[src/rtl/clint_pkg.sv]
// Shared constants, state encodings and small helpers for the AXI CLINT.
package clint_pkg;

  localparam logic [15:0] MSIP_OFF     = 16'h0000;
  localparam logic [15:0] MTIMECMP_OFF = 16'h4000;
  localparam logic [15:0] MTIME_OFF    = 16'hBFF8;

  localparam logic [1:0] RESP_OKAY   = 2'b00;
  localparam logic [1:0] RESP_DECERR = 2'b11;

  localparam logic [1:0] BURST_FIXED = 2'b00;
  localparam logic [1:0] BURST_INCR  = 2'b01;

  typedef enum logic {R_IDLE, R_DATA} r_state_t;
  typedef enum logic [1:0] {W_IDLE, W_DATA, W_RESP} w_state_t;

  // Result of decoding one beat address against the CLINT window.
  typedef enum logic [2:0] {SEL_ZERO, SEL_MSIP, SEL_MTIMECMP, SEL_MTIME, SEL_OOW} sel_t;

  function automatic logic [63:0] byte_merge(input logic [63:0] cur,
                                             input logic [63:0] wd,
                                             input logic [7:0]  strb);
    logic [63:0] res;
    res = cur;
    for (int i = 0; i < 8; i++) begin
      if (strb[i]) res[i*8 +: 8] = wd[i*8 +: 8];
    end
    return res;
  endfunction

  // Anything other than INCR (FIXED, and WRAP which is not supported) holds the address.
  function automatic logic [31:0] next_addr(input logic [31:0] addr,
                                            input logic [2:0]  size,
                                            input logic [1:0]  burst);
    return (burst == BURST_INCR) ? addr + (32'd1 << size) : addr;
  endfunction

endpackage

[src/rtl/axi_clint_if.sv]
// AXI4 bus (64-bit data) between the core master port and the CLINT slave.
// Handshake: a beat transfers on the rising edge where valid && ready; valid must
// hold with stable payload until that edge, and ready may be asserted independently.
interface axi_clint_if #(
  parameter int ID_W = 4
);
  logic [ID_W-1:0] awid;
  logic [31:0]     awaddr;
  logic [7:0]      awlen;
  logic [2:0]      awsize;
  logic [1:0]      awburst;
  logic            awvalid;
  logic            awready;

  logic [63:0]     wdata;
  logic [7:0]      wstrb;
  logic            wlast;
  logic            wvalid;
  logic            wready;

  logic [ID_W-1:0] bid;
  logic [1:0]      bresp;
  logic            bvalid;
  logic            bready;

  logic [ID_W-1:0] arid;
  logic [31:0]     araddr;
  logic [7:0]      arlen;
  logic [2:0]      arsize;
  logic [1:0]      arburst;
  logic            arvalid;
  logic            arready;

  logic [ID_W-1:0] rid;
  logic [63:0]     rdata;
  logic [1:0]      rresp;
  logic            rlast;
  logic            rvalid;
  logic            rready;

  modport master (
    output awid, awaddr, awlen, awsize, awburst, awvalid, input awready,
    output wdata, wstrb, wlast, wvalid, input wready,
    input  bid, bresp, bvalid, output bready,
    output arid, araddr, arlen, arsize, arburst, arvalid, input arready,
    input  rid, rdata, rresp, rlast, rvalid, output rready
  );

  modport slave (
    input  awid, awaddr, awlen, awsize, awburst, awvalid, output awready,
    input  wdata, wstrb, wlast, wvalid, output wready,
    output bid, bresp, bvalid, input bready,
    input  arid, araddr, arlen, arsize, arburst, arvalid, output arready,
    output rid, rdata, rresp, rlast, rvalid, input rready
  );
endinterface

[src/rtl/clint_timer.sv]
// mtime prescaler/counter, mtimecmp storage with byte-merge write ports, and the
// registered mti compare taken on the post-update values.
module clint_timer
  import clint_pkg::*;
#(
  parameter int TICK_DIV = 1
) (
  input  logic        clk,
  input  logic        rst_n,
  input  logic [63:0] wdata,
  input  logic [7:0]  mtime_be,
  input  logic [7:0]  mtimecmp_be,
  output logic [63:0] mtime,
  output logic [63:0] mtimecmp,
  output logic        mti
);

  localparam int PW = (TICK_DIV > 1) ? $clog2(TICK_DIV) : 1;

  logic [PW-1:0] presc;
  logic          tick;
  logic [63:0]   mtime_d;
  logic [63:0]   mtimecmp_d;

  assign tick = (presc == PW'(TICK_DIV - 1));

  // A software write to mtime wins over a tick; partial strobes merge with the
  // current, un-incremented count.
  always_comb begin
    mtime_d = mtime;
    if (|mtime_be)  mtime_d = byte_merge(mtime, wdata, mtime_be);
    else if (tick)  mtime_d = mtime + 64'd1;
    mtimecmp_d = byte_merge(mtimecmp, wdata, mtimecmp_be);
  end

  always_ff @(posedge clk or negedge rst_n) begin
    if (!rst_n) begin
      presc    <= '0;
      mtime    <= 64'd0;
      mtimecmp <= 64'hFFFF_FFFF_FFFF_FFFF;
      mti      <= 1'b0;
    end else begin
      presc    <= tick ? '0 : presc + 1'b1;
      mtime    <= mtime_d;
      mtimecmp <= mtimecmp_d;
      mti      <= (mtime_d >= mtimecmp_d);
    end
  end

endmodule

[src/rtl/axi_clint.sv]
// Single-hart AXI4 CLINT: independent read and write channel FSMs, address decode
// of the 64 KiB window, msip storage, and the timer sub-block.
module axi_clint
  import clint_pkg::*;
#(
  parameter logic [31:0] BASE_ADDR = 32'h0200_0000,
  parameter int          TICK_DIV  = 1,
  parameter int          ID_W      = 4
) (
  input  logic         aclk,
  input  logic         aresetn,
  axi_clint_if.slave   bus,
  output logic         msi,
  output logic         mti
);

  function automatic sel_t decode(input logic [31:0] addr);
    logic [31:0] off;
    sel_t        sel;
    off = addr - BASE_ADDR;
    sel = SEL_ZERO;
    if (addr < BASE_ADDR || off > 32'h0000_FFFF) begin
      sel = SEL_OOW;
    end else begin
      case ({off[15:3], 3'b000})
        MSIP_OFF:     sel = SEL_MSIP;
        MTIMECMP_OFF: sel = SEL_MTIMECMP;
        MTIME_OFF:    sel = SEL_MTIME;
        default:      sel = SEL_ZERO;
      endcase
    end
    return sel;
  endfunction

  logic        live;      // keeps ready low while in reset, high from the first clock after
  logic        msip;
  logic [63:0] mtime;
  logic [63:0] mtimecmp;

  // ---------------- read channel ----------------
  r_state_t        r_state, r_next;
  logic [ID_W-1:0] r_id;
  logic [31:0]     r_addr;
  logic [7:0]      r_len, r_beat;
  logic [2:0]      r_size;
  logic [1:0]      r_burst;
  logic            ar_hs, r_hs;
  sel_t            r_sel;
  logic [63:0]     r_mux;

  assign ar_hs = bus.arvalid && bus.arready;
  assign r_hs  = bus.rvalid && bus.rready;
  assign r_sel = decode(r_addr);

  always_ff @(posedge aclk or negedge aresetn) begin
    if (!aresetn) r_state <= R_IDLE;
    else          r_state <= r_next;
  end

  always_comb begin
    r_next = r_state;
    case (r_state)
      R_IDLE:  if (ar_hs) r_next = R_DATA;
      R_DATA:  if (r_hs && bus.rlast) r_next = R_IDLE;
      default: r_next = R_IDLE;
    endcase
  end

  always_comb begin
    r_mux = 64'd0;
    case (r_sel)
      SEL_MSIP:     r_mux = {63'd0, msip};
      SEL_MTIMECMP: r_mux = mtimecmp;
      SEL_MTIME:    r_mux = mtime;
      default:      r_mux = 64'd0;
    endcase
  end

  always_comb begin
    bus.arready = live && (r_state == R_IDLE);
    bus.rvalid  = (r_state == R_DATA);
    bus.rdata   = r_mux;
    bus.rresp   = (r_sel == SEL_OOW) ? RESP_DECERR : RESP_OKAY;
    bus.rlast   = (r_state == R_DATA) && (r_beat == r_len);
    bus.rid     = r_id;
  end

  always_ff @(posedge aclk or negedge aresetn) begin
    if (!aresetn) begin
      r_id    <= '0;
      r_addr  <= 32'd0;
      r_len   <= 8'd0;
      r_beat  <= 8'd0;
      r_size  <= 3'd0;
      r_burst <= BURST_FIXED;
    end else if (ar_hs) begin
      r_id    <= bus.arid;
      r_addr  <= bus.araddr;
      r_len   <= bus.arlen;
      r_beat  <= 8'd0;
      r_size  <= bus.arsize;
      r_burst <= bus.arburst;
    end else if (r_hs) begin
      r_beat  <= r_beat + 8'd1;
      r_addr  <= next_addr(r_addr, r_size, r_burst);
    end
  end

  // ---------------- write channel ----------------
  w_state_t        w_state, w_next;
  logic [ID_W-1:0] w_id;
  logic [31:0]     w_addr;
  logic [2:0]      w_size;
  logic [1:0]      w_burst;
  logic            w_err;
  logic            aw_hs, w_hs, b_hs;
  sel_t            w_sel;
  logic [7:0]      mtime_be, mtimecmp_be;

  assign aw_hs = bus.awvalid && bus.awready;
  assign w_hs  = bus.wvalid && bus.wready;
  assign b_hs  = bus.bvalid && bus.bready;
  assign w_sel = decode(w_addr);

  always_ff @(posedge aclk or negedge aresetn) begin
    if (!aresetn) w_state <= W_IDLE;
    else          w_state <= w_next;
  end

  always_comb begin
    w_next = w_state;
    case (w_state)
      W_IDLE:  if (aw_hs) w_next = W_DATA;
      W_DATA:  if (w_hs && bus.wlast) w_next = W_RESP;
      W_RESP:  if (b_hs) w_next = W_IDLE;
      default: w_next = W_IDLE;
    endcase
  end

  always_comb begin
    bus.awready = live && (w_state == W_IDLE);
    bus.wready  = (w_state == W_DATA);
    bus.bvalid  = (w_state == W_RESP);
    bus.bresp   = w_err ? RESP_DECERR : RESP_OKAY;
    bus.bid     = w_id;
  end

  // w_err accumulates across the burst so one stray beat poisons the response.
  always_ff @(posedge aclk or negedge aresetn) begin
    if (!aresetn) begin
      w_id    <= '0;
      w_addr  <= 32'd0;
      w_size  <= 3'd0;
      w_burst <= BURST_FIXED;
      w_err   <= 1'b0;
    end else if (aw_hs) begin
      w_id    <= bus.awid;
      w_addr  <= bus.awaddr;
      w_size  <= bus.awsize;
      w_burst <= bus.awburst;
      w_err   <= 1'b0;
    end else if (w_hs) begin
      w_addr  <= next_addr(w_addr, w_size, w_burst);
      w_err   <= w_err | (w_sel == SEL_OOW);
    end
  end

  assign mtime_be    = (w_hs && w_sel == SEL_MTIME)    ? bus.wstrb : 8'h00;
  assign mtimecmp_be = (w_hs && w_sel == SEL_MTIMECMP) ? bus.wstrb : 8'h00;

  always_ff @(posedge aclk or negedge aresetn) begin
    if (!aresetn) begin
      live <= 1'b0;
      msip <= 1'b0;
    end else begin
      live <= 1'b1;
      if (w_hs && w_sel == SEL_MSIP && bus.wstrb[0]) msip <= bus.wdata[0];
    end
  end

  assign msi = msip;

  clint_timer #(.TICK_DIV(TICK_DIV)) u_timer (
    .clk         (aclk),
    .rst_n       (aresetn),
    .wdata       (bus.wdata),
    .mtime_be    (mtime_be),
    .mtimecmp_be (mtimecmp_be),
    .mtime       (mtime),
    .mtimecmp    (mtimecmp),
    .mti         (mti)
  );

endmodule

[src/flat_wrapper.sv]
// flat-port wrapper written by rule: the top's interface ports become plain ports
module axi_clint_flat import clint_pkg::*;
#(
  parameter logic [31:0] BASE_ADDR = 32'h0200_0000,
  parameter int          TICK_DIV  = 1,
  parameter int          ID_W      = 4
)
  (aclk, aresetn, msi, mti, bus_awid, bus_awaddr, bus_awlen, bus_awsize, bus_awburst, bus_awvalid, bus_awready, bus_wdata, bus_wstrb, bus_wlast, bus_wvalid, bus_wready, bus_bid, bus_bresp, bus_bvalid, bus_bready, bus_arid, bus_araddr, bus_arlen, bus_arsize, bus_arburst, bus_arvalid, bus_arready, bus_rid, bus_rdata, bus_rresp, bus_rlast, bus_rvalid, bus_rready);
  axi_clint_if #(.ID_W(ID_W)) bus_i ();
  input  logic aclk;
  input  logic aresetn;
  output logic msi;
  output logic mti;
  input wire logic [$bits(bus_i.awid)-1:0] bus_awid;
  input wire logic [$bits(bus_i.awaddr)-1:0] bus_awaddr;
  input wire logic [$bits(bus_i.awlen)-1:0] bus_awlen;
  input wire logic [$bits(bus_i.awsize)-1:0] bus_awsize;
  input wire logic [$bits(bus_i.awburst)-1:0] bus_awburst;
  input wire logic [$bits(bus_i.awvalid)-1:0] bus_awvalid;
  output wire logic [$bits(bus_i.awready)-1:0] bus_awready;
  input wire logic [$bits(bus_i.wdata)-1:0] bus_wdata;
  input wire logic [$bits(bus_i.wstrb)-1:0] bus_wstrb;
  input wire logic [$bits(bus_i.wlast)-1:0] bus_wlast;
  input wire logic [$bits(bus_i.wvalid)-1:0] bus_wvalid;
  output wire logic [$bits(bus_i.wready)-1:0] bus_wready;
  output wire logic [$bits(bus_i.bid)-1:0] bus_bid;
  output wire logic [$bits(bus_i.bresp)-1:0] bus_bresp;
  output wire logic [$bits(bus_i.bvalid)-1:0] bus_bvalid;
  input wire logic [$bits(bus_i.bready)-1:0] bus_bready;
  input wire logic [$bits(bus_i.arid)-1:0] bus_arid;
  input wire logic [$bits(bus_i.araddr)-1:0] bus_araddr;
  input wire logic [$bits(bus_i.arlen)-1:0] bus_arlen;
  input wire logic [$bits(bus_i.arsize)-1:0] bus_arsize;
  input wire logic [$bits(bus_i.arburst)-1:0] bus_arburst;
  input wire logic [$bits(bus_i.arvalid)-1:0] bus_arvalid;
  output wire logic [$bits(bus_i.arready)-1:0] bus_arready;
  output wire logic [$bits(bus_i.rid)-1:0] bus_rid;
  output wire logic [$bits(bus_i.rdata)-1:0] bus_rdata;
  output wire logic [$bits(bus_i.rresp)-1:0] bus_rresp;
  output wire logic [$bits(bus_i.rlast)-1:0] bus_rlast;
  output wire logic [$bits(bus_i.rvalid)-1:0] bus_rvalid;
  input wire logic [$bits(bus_i.rready)-1:0] bus_rready;
  assign bus_i.awid = bus_awid;
  assign bus_i.awaddr = bus_awaddr;
  assign bus_i.awlen = bus_awlen;
  assign bus_i.awsize = bus_awsize;
  assign bus_i.awburst = bus_awburst;
  assign bus_i.awvalid = bus_awvalid;
  assign bus_awready = bus_i.awready;
  assign bus_i.wdata = bus_wdata;
  assign bus_i.wstrb = bus_wstrb;
  assign bus_i.wlast = bus_wlast;
  assign bus_i.wvalid = bus_wvalid;
  assign bus_wready = bus_i.wready;
  assign bus_bid = bus_i.bid;
  assign bus_bresp = bus_i.bresp;
  assign bus_bvalid = bus_i.bvalid;
  assign bus_i.bready = bus_bready;
  assign bus_i.arid = bus_arid;
  assign bus_i.araddr = bus_araddr;
  assign bus_i.arlen = bus_arlen;
  assign bus_i.arsize = bus_arsize;
  assign bus_i.arburst = bus_arburst;
  assign bus_i.arvalid = bus_arvalid;
  assign bus_arready = bus_i.arready;
  assign bus_rid = bus_i.rid;
  assign bus_rdata = bus_i.rdata;
  assign bus_rresp = bus_i.rresp;
  assign bus_rlast = bus_i.rlast;
  assign bus_rvalid = bus_i.rvalid;
  assign bus_i.rready = bus_rready;
  axi_clint #(.BASE_ADDR(BASE_ADDR), .TICK_DIV(TICK_DIV), .ID_W(ID_W)) u_core (.aclk(aclk), .aresetn(aresetn), .bus(bus_i), .msi(msi), .mti(mti));
endmodule
[config.mk]
export PLATFORM = sky130hd
export DESIGN_NAME = axi_clint_flat
export DESIGN_NICKNAME = d
export VERILOG_FILES = /design/src/rtl/clint_pkg.sv /design/src/rtl/axi_clint_if.sv /design/src/rtl/clint_timer.sv /design/src/rtl/axi_clint.sv /design/src/flat_wrapper.sv
export SDC_FILE = /design/constraint.sdc
export NUM_CORES = 1
export LEC_CHECK = 0
export ABC_AREA = 1
export BUFFER_PORTS_ARGS = -buffer_cell sky130_fd_sc_hd__buf_2
export CAP_MARGIN = 20
export CORE_MARGIN = 1.5
export CORE_UTILIZATION = 47
export CTS_CLUSTER_DIAMETER = 30
export DETAILED_ROUTE_END_ITERATION = 10
export PLACE_DENSITY = 0.71
export RECOVER_POWER = 25
export SYNTH_ARGS = -nofsm -noshare
export SYNTH_HDL_FRONTEND = slang
export SYNTH_SLANG_ARGS = --single-unit
[constraint.sdc]
create_clock -name aclk -period 4.96 [get_ports aclk]
set_input_delay 0.744 -clock aclk [delete_from_list [all_inputs] [get_ports aclk]]
set_output_delay 0.744 -clock aclk [all_outputs]
set_load 0.005 [all_outputs]
== Word level (Yosys, flattened, before mapping) ==
Cells that the tools add are included.
Word-level totals
  register bits after elaboration: 234
  latch bits: 0
  RAM bits: 0
  ROM bits: 0
  output and inout port bits: 84
  logic and storage cells: 127
  memories kept: 0
Cells by class
  add/subtract/negate cells: 7
  $mul: 0
  div/mod/pow operators: 0
  $lt $le $gt $ge: 5
  equal/unequal tests: 20
  shift operators: 2
  muxes and demuxes: 45
  bitwise logic cells: 2
  reductions and logical operators: 27
Operators with widths (number)
  2-to-1 mux 32 bit: 6
  case mux 64 bit (3 select lines): 1
  2-to-1 mux 8 bit: 20
  2-to-1 mux 64 bit: 2
  adder 32 bit: 2
  adder 64 x 1 -> 64 bit (second input constant): 1
  >= comparator 64 bit: 1
  > comparator 32 x 16 -> 1 bit (second input constant): 2
  less-than comparator 32 x 26 -> 1 bit (second input constant): 2
  << shifter 1 x 3 -> 32 bit (first input constant): 2
  subtractor 32 x 26 -> 32 bit (second input constant): 2
  equality test 13 x 12 -> 1 bit (second input constant): 2
  equality test 13 bit (second input constant): 2
  zero test 13 bit: 2
  case mux 2 bit (3 select lines): 3
  logical AND 1 bit: 14
  equality test 3 x 2 -> 1 bit (second input constant): 4
  2-to-1 mux 2 bit: 5
  adder 8 x 1 -> 8 bit (second input constant): 1
  equality test 8 bit: 1
  nonzero test 2 bit: 4
  OR reduction 8 bit: 1
  equality test 2 x 1 -> 1 bit (second input constant): 3
  equality test 3 x 1 -> 1 bit (second input constant): 2
  14 further kinds: 23

== Depth between registers and ports, before layout ==
Gate-level depths: netlist of the first run.
  depth after elaboration: 10
  mapped depth: 27

== By module ==
From an unflattened synthesis of the first run, not the netlist that was laid out.
Unflattened totals
  cell total of the unflattened synthesis: 2809
  area, all modules: 18143.7 µm²
Modules (own cells, without submodules)
  clint_timer: times used 1, cells an instance 1332, area each 9270.1 µm², sequential area each 3308.2 µm²
  axi_clint: times used 1, cells an instance 1477, area each 8873.5 µm², sequential area each 2602.5 µm²

== Worst setup path after synthesis of the first run ==
OpenSTA, ideal clock, no wires.
  kind: input -> register
  from: input port bus_wvalid
  to: register u_core.u_timer.mti
  library setup time: 0.126 ns
  arrival: 3.037 ns
  data required time: 4.834 ns
  path slack: 1.796 ns
  stages on the path: 23
  cells stage by stage: inv_1 > nor2_1 > inv_1 > nor2_4 > nand4_1 > nand2_1 > nor2_4 > nand2_4 > buf_4 > nand2_1 > o21ai_1 > inv_1 > ha_1 > inv_1 > nor2_1 > o21bai_1 > a21oi_1 > o21ai_0 > o211ai_1 > nand2_1 > nand2_1 > nand2_1 > nand3_1
Between the ends
  longest elaborated chain between the ends: 6
  elaborated cells on any way between the ends: 24
  classes of those cells: order compare: 1; mux: 19; reduce/logical: 4
RTL lines
  start, declared: line flat_wrapper.sv:24  | input wire logic [$bits(bus_i.wvalid)-1:0] bus_wvalid;
  logical AND 1 bit *: line axi_clint.sv:121  | assign w_hs = bus.wvalid && bus.wready;
  logical AND 1 bit *: line axi_clint.sv:168  | assign mtime_be = (w_hs && w_sel == SEL_MTIME) ? bus.wstrb : 8'h00;
  2-to-1 mux 8 bit *: line axi_clint.sv:168
  OR reduction 8 bit or 2-to-1 mux 8 bit (tied branches): line clint_timer.sv:31, clint_pkg.sv:26
  2-to-1 mux 64 bit *: line clint_timer.sv:31  | if (|mtime_be) mtime_d = byte_merge(mtime, wdata, mtime_be);
  named net u_core.u_timer.mtime_d[1]: line clint_timer.sv:22  | logic [63:0] mtime_d;
  >= comparator 64 bit *: line clint_timer.sv:46  | mti <= (mtime_d >= mtimecmp_d);
  end signal, assigned: line clint_timer.sv:46
  end, declared: line clint_timer.sv:15  | output logic mti
Mark *: on every way through the listed nets, which the timed path passes. The rest lies on a longest branch.
A chain may end at the register's enable or synchronous reset.

== Worst setup path after layout of the first run ==
  from: register u_core.r_addr[26]
  to: output port bus_rdata[49]
Between the ends
  longest elaborated chain between the ends: 6
  elaborated cells on any way between the ends: 9
  classes of those cells: add/sub: 1; order compare: 2; eq/ne: 3; mux: 2; reduce/logical: 1
RTL lines
  start, declared: line axi_clint.sv:43  | logic [31:0] r_addr;
  start signal, assigned: line axi_clint.sv:98  | r_addr <= bus.araddr;
  start signal, assigned: line axi_clint.sv:105  | r_addr <= next_addr(r_addr, r_size, r_burst);
  subtractor 32 x 26 -> 32 bit: line axi_clint.sv:20  | off = addr - BASE_ADDR;
  > comparator 32 x 16 -> 1 bit: line axi_clint.sv:22  | if (addr < BASE_ADDR || off > 32'h0000_FFFF) begin
  logical OR 1 bit *: line axi_clint.sv:22
  2-to-1 mux 3 bit *: line axi_clint.sv:22
  equality test 3 x 2 -> 1 bit or equality test 3 x 1 -> 1 bit (tied branches): line axi_clint.sv:71  | case (r_sel)
  case mux 64 bit (3 select lines) *: line axi_clint.sv:71
  end, declared: line flat_wrapper.sv:38  | output wire logic [$bits(bus_i.rdata)-1:0] bus_rdata;
Mark *: on every way between the ends. The rest lies on a longest branch, timed or not.

==> run metrics, run 1 <==
status=finished with violations; failing checks=capacitance limit, slew limit; clock latency at the later pin of the worst-skew pair=0.57 ns; Post-DRT Antenna Nets=0; P_int=6.15 mW; post-cts resize count=0; Mapped Area=about 0.018 mm^2; CP Launch Point=u_core.r_addr[26]; Sw Ratio=0.339; Synth Area per Inst=6.69 um^2; fin nets=about 3200; Most used DFF post-synth=dfrtp_1; hold slack final=between 0.3 and 0.4 ns; CP max FO=between 40 and 50; clk sinks=233; Synthesized Nets=2884; Worst Clk Skew=approximately 0.017 ns; GPL Wtd Cong=about 1; worst-case clock buffer depth=3; #FFs+latches synth=between 200 and 250; CP cell instances=inv_1 > ha_1 > inv_1 > a211oi_1 > o2111ai_1 > nor2_1 > nand3_2 > buf_4 > o21ai_0 > buf_2; hold path startpoint=bus_bready; Yosys top cell area share=0.241; initial antenna violation count=10; Fmax=0.223 GHz; Logic pwr share=0.233; Placed Area=between 0.015 and 0.02 mm^2; dpl hpwl=45.6 mm; Reg-to-Reg Start=u_core.w_addr[25]; area grow syn2layout=23.7%; vias in the first global route=17600; DR iter-0 viols=1413; Max stage delay on crit path=0.56 ns; Psw=3.15 mW; commonest cells in the netlist=nand2_1, inv_1, o21ai_0; critical path's slowest cell=nand3_2; Rel. slew slack=-0.692; gr usage total=0.309; I/O Buffers=~250; Max Cap Violations=2; critical path capture point type=output port; EDFF count, synth=0; Ys Warns=0; Final Setup Violations=0; Synth area leader=dfrtp_1; row cnt=70; root buf cell=clkbuf_16; Max Slew Vio Count=131; post-placement cell count=approximately 3300; largest net degree at the start of global routing=97; hold_buf cts=0; Area contributors post-synth=dfrtp_1, nand2_1, dfstp_2; Via density=5.40; type of the worst setup path=reg -> out; P_leak=10.5 nW; Slew @ Worst Pin=2.54 ns; share of power burned in registers=0.299; chip width=196 um; RSZ-0062 raised after global routing=no; TNS Setup=0 ns; fin crit share=0.902; Post-route DRC=0; sequential element share of the synthesized area=0.338; post-synth cell types=53; most frequent cell after synthesis=nand2_1; layout cells sized above 1=0.176; final WL=between 50 and 60 mm; drt pass-1 iters=6; clock buffer count from CTS=68; Final Hold Fails=0; DR vias=18500; Tmin final=between 4 and 5 ns; Worst Path Arrival=3.73 ns; Starting Density=0.478; HP Class=in -> reg; power per standard cell area=429 mW/mm^2; Setup crit start kind=register; grt ovf=0; Post-Syn Instances=2618; Pwr Total=9.30 mW; post-CTS setup repair buffer count=0; post-route insts no fill=approximately 3400; I/O Pins=262; Worst IR Drop VDD=379 uV; DIE AREA=just under 0.04 mm^2; Design Area, Final=0.0217 mm^2; Reg clk slew, reported paths=0.04 ns; CP Data Required Time=4.22 ns; CTS tree=done; H-tree depth=3; first-pass GRT wire length=between 90 and 100 mm; core area=0.0366 mm^2; Top cell by count, worst path=inv_1; Die Y=a little under 200 um; ys async rst share=1.00; drt wl/cell=about 17 um; Clk network pwr share=0.469
-- sequential cells by signal, indices dropped and copies added, names as in the netlist, 4 cells and up --
name                     cells
u_core.u_timer.mtime        64
u_core.u_timer.mtimecmp     64
u_core.r_addr               32
u_core.w_addr               32
u_core.r_beat                8
u_core.r_len                 8
u_core.bus.bid               4
u_core.bus.rid               4
-- layer usage --
layer | wire length, um | track usage | vias up
li1 | - | - | 9021
met1 | 27300 | 0.443 | 8674
met2 | 25900 | 0.466 | 710
met3 | 4930 | 0.0597 | 99
met4 | 1500 | 0.105 | 6
met5 | 34 | 0 | -
-- kinds of logic (layout without fill, tap and decap cells) --
family / Yosys count / count (layout) / share of synthesized area
flops: 233 / 233 / 0.338
xor+xnor: 83 / 83 / 0.0415
other cells: 1 / 8 / 0.000214
fa+ha+maj: 88 / 88 / 0.0637
simple gates: 1350 / 1350 / 0.325
buf+inv: 457 / 793 / 0.103
mux: 1 / 1 / 0.000572
compound gates: 405 / 405 / 0.129
-- power by group through the flow --
stage          registers, mW  logic [mW]  clock network (mW)
2_1_floorplan           2.61        1.62                   0
3_3_place_gp            2.76        2.07                   0
3_5_place_dp            2.77        2.14                   0
4_1_cts                 2.76        2.16                4.41
5_1_grt                 2.83        2.46                4.52
6_report                2.78        2.16                4.36
-- worst max-delay path, delay by kind of cell, from the launching register on --
family / cells / cell delay [ns]
buffers and inverters: 4 / 0.79
and+or+nand+nor: 2 / 0.89
adders and majority gates: 1 / 0.29
DFF: 1 / 0.44
AOI/OAI and AO/OA: 3 / 0.74
-- final timing paths --
check / slack [ns] / to / cells after the start
worst max-delay path: 0.48 / bus_rdata[49] / 10
worst min-delay path: 0.35 / u_core.w_state[1] / 2
worst max register to register: 0.70 / u_core.u_timer.mti / 26
worst min register to register: 0.47 / u_core.bus.rid[1] / 2
max in group asynchronous: 2.27 / u_core.r_len[5] / 2
min in group asynchronous: 0.88 / u_core.r_addr[1] / 1
-- layout by cell type, fill, tap and decap left out, drive strengths merged, types with 3 or more instances in the layout --
| cell type | n |
|---|---|
| o21bai | 6 |
| nor3 | 83 |
| bufinv | 5 |
| clkbuf | 95 |
| nand2 | 818 |
| o21ai | 263 |
| a21boi | 3 |
| nor4 | 18 |
| ha | 86 |
| xnor2 | 14 |
| a21oi | 75 |
| o211ai | 23 |
| nor2 | 217 |
| buf | 286 |
| or2 | 16 |
| a211oi | 5 |
| dfrtp | 169 |
| dfstp | 64 |
| nand3 | 138 |
| clkinv | 20 |
| o22ai | 6 |
| nand3b | 5 |
| nand4 | 50 |
| o2111ai | 4 |
| diode | 7 |
| o221ai | 9 |
| clkinvlp | 4 |
| inv | 383 |
| xor2 | 69 |
-- area by class of cell --
cell class	count	area (um^2)
antenna	7	17.5
clock buffer	93	1990
clock inverter	30	327
fill	3429	15000
inverter	382	1430
multi-input combinational	1928	9830
sequential	233	5910
tap	468	586
timing repair buffer	288	1560
-- through the flow --
step | setup slack (ns) | util
2_1_floorplan | 1.80 | -
3_3_place_gp | 0.583 | 0.528
3_5_place_dp | 0.534 | 0.528
4_1_cts | 0.528 | 0.591
5_1_grt | 0.257 | 0.591
6_report | 0.484 | 0.591
(Power assumes the default switching activity.)
==> run 2, diff against run 1 <==
MAX_ROUTING_LAYER = met4   (was unset)
SKIP_CTS_REPAIR_TIMING = 1   (was unset)
==> run 2 against run 1 <==
Against the previous run:
- the run still ends with capacitance limit, slew limit left
- worst hold slack got worse by 0.010 ns
- total power rose by 3.7%
- cell area increased by 0.81%
- worst setup slack better by 0.13 ns
- routed wire length about the same
- critical endpoint unchanged
- largest cell class unchanged
==> run metrics, run 2 (synthesis gave the netlist of run 1 again) <==
Worst Clk Skew=0.0249 ns (+0.00769 ns); area grow syn2layout=24.7%; TNS Setup=0 ns (unchanged); Setup crit start kind=register; post-placement cell count=3297 (-0.061%); layout cells sized above 1=0.177 (+0.000536); fin crit share=0.877 (-0.0255); Psw=3.20 mW (+1.8%); Worst Path Arrival=3.61 ns (-0.12 ns); drt wl/cell=17.4 um (-0.27%); final WL=59.7 mm (about the same); Via density=5.40 (about the same); largest registers=u_core.u_timer.mtime: 64 flops, u_core.u_timer.mtimecmp: 64 flops; Final Setup Violations=0 (unchanged); worst-case clock buffer depth=3 (unchanged); dpl hpwl=45.6 mm (about the same); hold path startpoint=bus_bready; status=finished with violations; RSZ-0062 raised after global routing=no; Rel. slew slack=-1.19 (-0.494); hold slack final=0.343 ns (-0.0101 ns); DR iter-0 viols=1424 (+0.78%); HP Class=in -> reg; I/O Pins=262 (unchanged); most common cell after layout, fill and taps aside=nand2_1; initial antenna violation count=8 (-2); P_int=6.44 mW (+4.8%); Max Cap Violations=3 (+1); Clk network pwr share=0.489 (+0.020); Post-DRT Antenna Nets=0 (unchanged); Sw Ratio=0.332 (-0.00649); Worst IR Drop VDD=327 uV (-14%); drt pass-1 iters=5 (-1); fin nets=3169 (+0.063%); fill count=3470 (+1.2%); chip width=196 um (unchanged); power per standard cell area=442 mW/mm^2 (+2.9%); Die Y=196 um (unchanged); type of the worst setup path=reg -> out; Design Area, Final=0.0218 mm^2 (+0.81%); Final Hold Fails=0 (unchanged); failing checks=capacitance limit, slew limit; P_leak=10.6 nW (+0.62%); Max Slew Vio Count=219 (+67%); Reg-to-Reg Start=u_core.w_addr[25]; GPL Wtd Cong=0.999 (+1.8%); reg2reg end=u_core.u_timer.mti; core area=0.0366 mm^2 (unchanged); Setup WS post-layout=0.611 ns (+0.127 ns); Starting Density=0.478 (unchanged); flop2flop setup slack=0.66 ns (-0.04 ns); Slew @ Worst Pin=3.28 ns (+0.741 ns); final design utilization=0.596 (+0.00479); CP max FO=41 (unchanged); first-pass GRT wire length=94.5 mm (+1.5%); multi-input logic area=0.00983 mm^2 (unchanged); Logic pwr share=0.224 (-0.009); vias in the first global route=17900 (+1.9%); CTS tree=done; largest net degree at the start of global routing=124 (+28%); DR vias=18600 (+0.26%); CP Data Required Time=4.22 ns (about the same); critical path capture point type=output port; worst hold stages=2 (unchanged); grt ovf=0 (unchanged); register area=0.00591 mm^2 (unchanged); post-route insts no fill=3438 (+0.26%); Pwr Total=9.65 mW (+3.7%); Hold Path Sink=u_core.w_state[1]; gr usage total=0.323 (+0.0142); I/O Buffers=253 (unchanged); Reg clk slew, reported paths=0.05 ns (about the same); share of power burned in registers=0.287 (-0.012); root buf cell=clkbuf_16; Fmax=0.230 GHz (+2.9%); DIE AREA=0.0384 mm^2 (unchanged); R2R depth=26 (unchanged); row cnt=70 (unchanged); commonest non-fill, non-tap cells in the layout=nand2_1, inv_1, buf_2, o21ai_0, nor2_1; post-place setup slack=0.449 ns (-0.0849 ns); Tmin final=4.35 ns (-0.127 ns); Placed Area=0.0193 mm^2 (about the same); clock buffer count from CTS=72 (+5.9%); clk sinks=233 (unchanged); Post-route DRC=0 (unchanged); H-tree depth=3 (unchanged); clock latency at the later pin of the worst-skew pair=0.59 ns (+0.02 ns)
run 2: cell count changes in the layout (fill, tap and decap cells not counted), sizes merged:
cell	change
diode	+1
clkinvlp	+2
clkbuf	+7
clkinv	-2
bufinv	+4
buf	-5
inv	+2
run 2: cell type report:
type / count / area share
diodes: 8 / 0.000917
well taps: 468 / 0.0268
repair buffers: 286 / 0.0704
multi-input cells: 1928 / 0.450
clock buffers: 97 / 0.0934
clock inverters: 36 / 0.0218
inverters: 382 / 0.0657
flip-flops and latches: 233 / 0.271
run 2: how the worst max path moves through the flow:
stage                           start            endpoint  slack, ns  depth (start not counted)
global route        u_core.w_addr[25]  u_core.u_timer.mti       0.19                         26
global placement           bus_wvalid  u_core.u_timer.mti       0.51                         23
floorplan                  bus_wvalid  u_core.u_timer.mti       1.80                         23
finish              u_core.r_addr[26]       bus_rdata[49]       0.61                         10
CTS                 u_core.r_addr[26]       bus_rdata[49]       0.60                         10
detailed placement         bus_wvalid  u_core.u_timer.mti       0.45                         23
run 2: power groups by stage:
stage	Clock, mW	Combinational [mW]	Sequential, mW
finish	4.72	2.16	2.77
global route	4.88	2.47	2.83
CTS	4.77	2.15	2.75
detailed placement	0	2.13	2.76
global placement	0	2.07	2.76
floorplan	0	1.62	2.61
run 2: worst max-delay path, stage by stage (launching register included):
cell and delay, ns:
dfrtp_1 0.44, inv_1 0.12, ha_1 0.29, inv_1 0.03, a211oi_1 0.21, o2111ai_1 0.13
nor2_1 0.32, nand3_2 0.55, buf_4 0.46, o21ai_0 0.28, buf_2 0.17
run 2: routing by layer:
| metal | part of all wire | global-route usage | up-vias |
|---|---|---|---|
| li1 | - | - | 9060 |
| met1 | 0.46 | 0.437 | 8714 |
| met2 | 0.44 | 0.483 | 687 |
| met3 | 0.083 | 0.0643 | 98 |
| met4 | 0.025 | 0.111 | 0 |
| met5 | 0 | - | - |
==> run 3, diff against run 2 <==
CTS_BUF_LIST = sky130_fd_sc_hd__clkbuf_4 sky130_fd_sc_hd__clkbuf_8   (was unset)
==> run 3 against run 2 <==
Against the previous run:
- the flow still finishes with violations (capacitance limit, slew limit)
- register-to-register slack better by 0.02 ns
- combinational power about the same
- critical endpoint unchanged
- global-route usage down 0.49 points
- non-clock buffer count unchanged
- die area unchanged
- cell area down 3.6%
- total power down 15%
- sequential cell count unchanged
- count of clock-buffer cells in the layout up 4
==> run metrics, run 3 (synthesis gave the netlist of run 1 again) <==
status=finished with violations; failing checks=capacitance limit, slew limit; H-tree depth=3 (unchanged); fin nets=3170 (+0.032%); HP Class=in -> reg; CP max FO=41 (unchanged); power per standard cell area=391 mW/mm^2 (-12%); share of power burned in registers=0.336 (+0.049); P_leak=10.3 nW (-3.0%); post-place setup slack=0.449 ns (unchanged); Die Y=196 um (unchanged); Pwr Total=8.23 mW (-15%); Post-route DRC=0 (unchanged); Final Setup Violations=0 (unchanged); TNS Setup=0 ns (unchanged); largest registers=u_core.u_timer.mtime: 64 flops, u_core.u_timer.mtimecmp: 64 flops; GPL Wtd Cong=0.999 (unchanged); I/O Buffers=253 (unchanged); DIE AREA=0.0384 mm^2 (unchanged); Setup WS post-layout=0.604 ns (-0.00707 ns); Sw Ratio=0.358 (+0.0255); Final Hold Fails=0 (unchanged); Max Cap Violations=3 (unchanged); Rel. slew slack=-1.19 (-0.00821); clk sinks=233 (unchanged); clock latency at the later pin of the worst-skew pair=0.62 ns (+0.03 ns); first-pass GRT wire length=93.2 mm (-1.4%); initial antenna violation count=7 (-1); Psw=2.94 mW (-8.2%); commonest non-fill, non-tap cells in the layout=nand2_1, inv_1, buf_2, o21ai_0, nor2_1; type of the worst setup path=reg -> out; Worst Path Arrival=3.61 ns (about the same); Slew @ Worst Pin=3.29 ns (+0.0123 ns); gr usage total=0.318 (-0.00494); final WL=59.0 mm (-1.3%); largest net degree at the start of global routing=124 (unchanged); DR vias=18500 (-0.59%); grt ovf=0 (unchanged); Post-DRT Antenna Nets=0 (unchanged); Tmin final=4.36 ns (+0.00707 ns); drt wl/cell=17.1 um (-1.4%); hold slack final=0.315 ns (-0.0286 ns); Reg clk slew, reported paths=0.05 ns (about the same); dpl hpwl=45.6 mm (unchanged); vias in the first global route=17800 (-0.58%); Max Slew Vio Count=219 (unchanged); core area=0.0366 mm^2 (unchanged); Starting Density=0.478 (unchanged); clock buffer count from CTS=73 (+1.4%); layout cells sized above 1=0.182 (+0.00528); chip width=196 um (unchanged); most common cell after layout, fill and taps aside=nand2_1; Via density=5.36 (-0.62%); Worst IR Drop VDD=275 uV (-16%); CP Data Required Time=4.22 ns (about the same); worst-case clock buffer depth=3 (unchanged); row cnt=70 (unchanged); Fmax=0.230 GHz (-0.16%); Logic pwr share=0.261 (+0.037); P_int=5.28 mW (-18%); final design utilization=0.575 (-0.0214); drt pass-1 iters=7 (+2); DR iter-0 viols=1317 (-7.5%); CTS tree=done; I/O Pins=262 (unchanged); root buf cell=clkbuf_8; RSZ-0062 raised after global routing=no; Clk network pwr share=0.403 (-0.086); fin crit share=0.878 (+0.00143); critical path capture point type=output port; Worst Clk Skew=0.0527 ns (+0.0279 ns); area grow syn2layout=20.2%; Setup crit start kind=register
## run 3: changes by cell type in the layout (fill, tap and decap cells not counted), sizes merged
cell	previous run	this run
clkinv	18	20
buf	281	282
clkinvlp	6	5
diode	8	7
inv	385	382
clkbuf	102	105
## run 3: per-stage QoR
| stage | cell area [um^2] | cells |
|---|---|---|
| final | 21000 | 3439 |
| after global routing | 21000 | 3439 |
| after CTS | 21100 | 3432 |
| after detailed placement | 19300 | 3297 |
| after global placement | 19300 | 3297 |
| after floorplan | 17500 | 2618 |
## run 3: cell type report
type	instances	area [um^2]
well taps	468	586
fillers	3588	15600
diodes	7	17.5
repair buffers	286	1540
inverters	382	1430
flip-flops and latches	233	5910
multi-input cells	1928	9830
clock inverters	34	423
clock buffers	101	1310
## run 3: worst paths after layout
kind / startpoint / end / slack (ns) / cells past startpoint
setup / recovery: u_core.r_addr[26] / bus_rdata[49] / 0.60 / 10
hold / removal: bus_bready / u_core.w_state[1] / 0.31 / 2
setup reg to reg: u_core.w_addr[25] / u_core.u_timer.mti / 0.68 / 23
max in group asynchronous: aresetn / u_core.w_addr[5] / 1.56 / 2
min in group asynchronous: aresetn / u_core.r_addr[27] / 1.20 / 1
hold reg to reg: u_core.bus.rid[2] / u_core.bus.rid[2] / 0.48 / 2
## run 3: power groups by stage
stage	registers (mW)	clock network, mW	logic (mW)
after detailed placement	2.76	0	2.13
final	2.76	3.31	2.15
after global routing	2.82	3.47	2.47
after CTS	2.74	3.36	2.14
after global placement	2.76	0	2.07
after floorplan	2.61	0	1.62
## run 3: worst max-delay path, cell delays in order (launching register included)
cell	delay (ns)
dfrtp_1	0.43
inv_1	0.12
ha_1	0.29
inv_1	0.03
a211oi_1	0.20
o2111ai_1	0.13
nor2_1	0.32
nand3_2	0.53
buf_4	0.46
o21ai_0	0.28
buf_2	0.17
## run 3: metal layers
| metal | part of all wire | up-vias | wire [um] | GRT usage |
|---|---|---|---|---|
| met2 | 0.43 | 690 | 25500 | 0.474 |
| met4 | 0.022 | 0 | 1320 | 0.0880 |
| met5 | 0 | - | 0 | - |
| met1 | 0.46 | 8619 | 27400 | 0.438 |
| met3 | 0.081 | 105 | 4780 | 0.0664 |
| li1 | - | 9036 | - | - |
